**src/rtl/dct_lane_scheduler.sv**
```systemverilog
// Cuts a pixel stream into blocks and deals them round-robin to free DCT lanes.
// Optional DCT_SCHED_STATS_EN adds a saturating stall_cycles counter port.
module dct_lane_scheduler #(
   parameter int DATA_WIDTH = 10,
   parameter int LANES      = 3,
   parameter int BLOCK_SIZE = 64
) (
   input  logic                  clk,
   input  logic                  rst,
   input  logic [DATA_WIDTH-1:0] in_data,
   input  logic                  in_valid,
   output logic                  in_ready,
   output logic [DATA_WIDTH-1:0] lane_data,
   output logic [LANES-1:0]      lane_valid,
   output logic                  lane_sof,
   output logic                  lane_eof,
   input  logic [LANES-1:0]      lane_done,
   output logic [LANES-1:0]      lane_busy,
`ifdef DCT_SCHED_STATS_EN
   output logic [15:0]           stall_cycles,
`endif
   output logic [15:0]           blocks_issued
);

   localparam int LW = (LANES > 1) ? $clog2(LANES) : 1;
   localparam int CW = (BLOCK_SIZE > 1) ? $clog2(BLOCK_SIZE) : 1;

   typedef enum logic {IDLE, STREAM} state_t;

   state_t          state_q, state_d;
   logic [LW-1:0]   rr_ptr, sel, pick;
   logic [LW:0]     sum;
   logic [CW-1:0]   cnt;
   logic [LANES-1:0] avail_busy, busy_d;
   logic            found, accept, last, grant;

   assign in_ready   = (state_q == STREAM);
   assign accept     = in_valid & in_ready;
   assign last       = accept && (cnt == CW'(BLOCK_SIZE - 1));
   assign avail_busy = lane_busy & ~lane_done;

   // Round-robin search starting at rr_ptr, honouring this cycle's done pulses.
   always_comb begin
      found = 1'b0;
      pick  = '0;
      sum   = '0;
      for (int i = 0; i < LANES; i++) begin
         sum = {1'b0, rr_ptr} + (LW+1)'(i);
         if (sum >= (LW+1)'(LANES))
            sum = sum - (LW+1)'(LANES);
         if (!found && !avail_busy[sum[LW-1:0]]) begin
            found = 1'b1;
            pick  = sum[LW-1:0];
         end
      end
   end

   always_comb begin
      state_d = state_q;
      grant   = 1'b0;
      busy_d  = avail_busy;
      unique case (state_q)
         IDLE: begin
            if (found) begin
               grant   = 1'b1;
               busy_d  = avail_busy | (LANES'(1) << pick);
               state_d = STREAM;
            end
         end
         STREAM: begin
            if (last)
               state_d = IDLE;
         end
         default: state_d = IDLE;
      endcase
   end

   always_ff @(posedge clk) begin
      if (rst) begin
         state_q       <= IDLE;
         lane_busy     <= '0;
         sel           <= '0;
         rr_ptr        <= '0;
         cnt           <= '0;
         lane_data     <= '0;
         lane_valid    <= '0;
         lane_sof      <= 1'b0;
         lane_eof      <= 1'b0;
         blocks_issued <= '0;
      end else begin
         state_q    <= state_d;
         lane_busy  <= busy_d;
         lane_valid <= '0;
         lane_sof   <= 1'b0;
         lane_eof   <= 1'b0;
         if (grant)
            sel <= pick;
         if (accept) begin
            lane_data  <= in_data;
            lane_valid <= LANES'(1) << sel;
            lane_sof   <= (cnt == '0);
            lane_eof   <= last;
            cnt        <= last ? '0 : cnt + 1'b1;
         end
         if (last) begin
            rr_ptr        <= (sel == LW'(LANES - 1)) ? '0 : sel + 1'b1;
            blocks_issued <= blocks_issued + 16'd1;
         end
      end
   end

`ifdef DCT_SCHED_STATS_EN
   always_ff @(posedge clk) begin
      if (rst)
         stall_cycles <= '0;
      else if (in_valid && !in_ready && stall_cycles != 16'hFFFF)
         stall_cycles <= stall_cycles + 16'd1;
   end
`endif

endmodule

```
**config.mk**
```make
export PLATFORM = sky130hd
export DESIGN_NAME = dct_lane_scheduler
export DESIGN_NICKNAME = d
export VERILOG_FILES = /design/src/rtl/dct_lane_scheduler.sv
export SDC_FILE = /design/constraint.sdc
export NUM_CORES = 1
export LEC_CHECK = 0
export CORE_MARGIN = 10
export CORE_UTILIZATION = 50
export CTS_BUF_LIST = sky130_fd_sc_hd__clkbuf_4
export CTS_CLUSTER_DIAMETER = 100
export DETAILED_ROUTE_END_ITERATION = 16
export PLACE_DENSITY_LB_ADDON = 0.25
export SLEW_MARGIN = 20
export SYNTH_ARGS = -nofsm -noshare
export SYNTH_HDL_FRONTEND = slang
export SYNTH_SLANG_ARGS = --single-unit
export TNS_END_PERCENT = 1
```
**constraint.sdc**
```tcl
create_clock -name clk -period 3.9 [get_ports clk]
set_input_delay 0.78 -clock clk [delete_from_list [all_inputs] [get_ports clk]]
set_output_delay 0.78 -clock clk [all_outputs]
set_load 0.005 [all_outputs]
```
==> results.json <==
{
  "met1_usage_pct": 16.85,
  "num-nets-final": 316,
  "fmax_mhz": 439.4,
  "r2r_slack_ns": 1.80,
  "grt_pass1_wl_um": 8466,
  "gp_congestion": 0.8484,
  "path_delay_family": "buffers and inverters",
  "vias": 1836,
  "regToRegStartpoint": "rr_ptr[0]",
  "drc": 0,
  "post-route-period-util_pct": 58.36,
  "slew_violations": 0,
  "netlist_area_um2": 2148,
  "drv_cap": 0,
  "htree_num_levels": 2,
  "viasPerCell": 5.322,
  "crit_arrival_ns": 1.50,
  "crit_required_ns": 3.12,
  "cts-hold-fix-buffers": 0,
  "hold_viol": 0,
  "cts_tree": "yes",
  "cts_resized": 0,
  "syn_avg_cell_area_um2": 8.663,
  "wl_um": 4872,
  "io_pins": 51,
  "relSlewSlack_pct": 56.83,
  "path_cells": "clkdlybuf4s50_1",
  "clock_skew_ns": 0.01965,
  "gr-total-overflow": 0,
  "r2r-end": "sel[1]",
  "syn_nets": 270,
  "crit_path_end_kind": "output port",
  "num_antenna_cells": 0,
  "syn2layout_area_growth_pct": 25.51,
  "netlist.area_leader.share_pct": 41.93,
  "setup_violations": 0,
  "tightest_slew_ns": 0.6455,
  "yosysMostFrequentCell": "dfxtp_1",
  "clk_latency_ns": 0.38,
  "die_h_um": 85.55,
  "cts_sinks": 45,
  "antenna_found_initial": 0,
  "die_area_um2": 7319,
  "ys_top_cells_by_count": "dfxtp_1, nand2_1, a21oi_1",
  "ys_ff_latch": 45,
  "drive_gt1_share_pct": 9.153,
  "fp.dieW_um": 85.55,
  "final_util_pct": 65.98,
  "final.min_clock_period_ns": 2.276,
  "drt-wirelength-per-cell_um": 14.12,
  "cts_buffers": 5,
  "crit_start": "in_ready",
  "yosysUniqueCellTypes": 48,
  "p_per_area_nw_per_um2": 292.3,
  "firstDrtPassIters": 4,
  "synthCells": 248,
  "cts.clk_slew.worst_paths_ns": 0.13,
  "outcome": "completed",
  "synth-edff-count": 0,
  "netlist.top_cell.by_area": "dfxtp_1",
  "rsz0062_at_grt": "false",
  "hold_class": "flop to flop",
  "crit_fanout": 8,
  "use_met3_pct": 4.541,
  "grt.total_usage_pct": 13.82,
  "final.setup.tns_ns": 0,
  "cts_setup_buffers": 0,
  "endpoint": "in_ready",
  "ant_nets": 0,
  "dp_hpwl_um": 3679,
  "worst-r2r-cell-count": 6,
  "placementRows": 23,
  "grt_util_met2_pct": 22.28,
  "io_buffers": 50,
  "synth_seq_area_share_pct": 41.93,
  "grt_pass1_vias": 1783,
  "timing.critical_path.buf_inv": 1,
  "leakage_nw": 0.9386,
  "ys_warn_count": 0,
  "clock_path_buffers": 2,
  "netlist_top_cells_area": "dfxtp_1, nand2_1, a21oi_1",
  "cts-root-buf": "clkbuf_4",
  "drt_iter0_drc": 81,
  "crit_cells": 1,
  "grt_most_used_layer": "met2",
  "initial_core_util_pct": 52.57,
  "coreArea_um2": 4086,
  "grt_start_max_net_pins": 24,
  "ys_async_sr_fraction_pct": 0,
  "start_kind": "flop",
  "synth_ff_type": "dfxtp_1",
  "slowest_delay_ns": 0.59,
  "peakVddDrop_uv": 247.3,
  "crit_type": "flop to output port",
  "slowest_stage": "clkdlybuf4s50_1"
}
[metal layers]
layer	vias up	share of wire, %
met5	-	0
met4	0	1.2
met3	8	5.2
met2	30	49
met1	852	45
li1	946	-
[layout make-up]
class                   instances  area (um2)
well taps                      50       62.56
multi-input cells             180        1114
inverters                       9       33.78
clock inverters                 3       25.02
clock buffers                   5       37.54
repair buffers                 53       523.0
flip-flops and latches         45       900.9
fillers                       362        1390
[where the power goes]
group           total, W  internal, W  switching (W)
Sequential      0.000479     0.000470     0.00000852
Combinational  0.0000743    0.0000412      0.0000331
Clock           0.000235    0.0000736       0.000162
Total           0.000788     0.000585       0.000203
[flip-flops by register name (all words and copies together) (netlist names)]
register,cells
lane_data,10
sel,2
in_ready,1
rr_ptr,2
lane_valid,3
lane_eof,1
lane_sof,1
blocks_issued,16
cnt,6
lane_busy,3
[worst reg2reg max path: stages, from the launching register on]
cell,delay [ns]
dfxtp_1,0.39
inv_1,0.07
ha_1,0.45
or3_1,0.45
o31a_1,0.14
a41o_1,0.27
a221oi_2,0.26
[per-stage QoR]
stage | power, W | std cells | hold WS [ns] | worst slack [ns] | cell area (um2)
final | 0.0007882 | 345 | 0.4592 | 1.624 | 2696
after global placement | 0.0005627 | 337 | 0.4405 | 1.386 | 2634
after global routing | 0.0008256 | 345 | 0.4801 | 1.532 | 2696
after CTS | 0.0007955 | 345 | 0.4603 | 1.610 | 2696
after floorplan | 0.0005246 | 248 | 0.4455 | 1.885 | 2148
after detailed placement | 0.0005638 | 337 | 0.4438 | 1.288 | 2634
[worst min path at each step]
| stage | from | end | cells past startpoint |
|---|---|---|---|
| after global placement | lane_data[5] | lane_data[5] | 2 |
| final | lane_data[5] | lane_data[5] | 2 |
| after detailed placement | lane_data[5] | lane_data[5] | 2 |
| after floorplan | sel[0] | lane_valid[0] | 1 |
| after CTS | lane_data[5] | lane_data[5] | 2 |
| after global routing | lane_data[6] | lane_data[6] | 2 |
[kinds of logic (layout without fill, tap and decap cells)]
group / count (synthesis) / count (layout) / share of synthesized area (%)
flip-flops: 45 / 45 / 41.93
XOR/XNOR: 16 / 16 / 6.523
buffers and inverters: 23 / 70 / 6.231
adder cells (fa/ha/maj): 6 / 6 / 3.494
AND/OR/NAND/NOR: 113 / 113 / 28.89
AO/OA/AOI/OAI: 45 / 45 / 12.93
[placed cells by master, fill, tap and decap left out, drive strengths merged, types with 4 or more instances in the layout]
cell type	netlist	routed
ha	6	6
xor2	14	14
nand2	35	35
nor2	25	25
nand4	9	9
nor3	7	7
dfxtp	45	45
clkdlybuf4s50	0	50
clkbuf	8	5
inv	9	10
nand3	8	8
o21ai	8	8
nor4	4	4
nand2b	5	5
or3	4	4
a21oi	25	25
(Power assumes the default switching activity.)
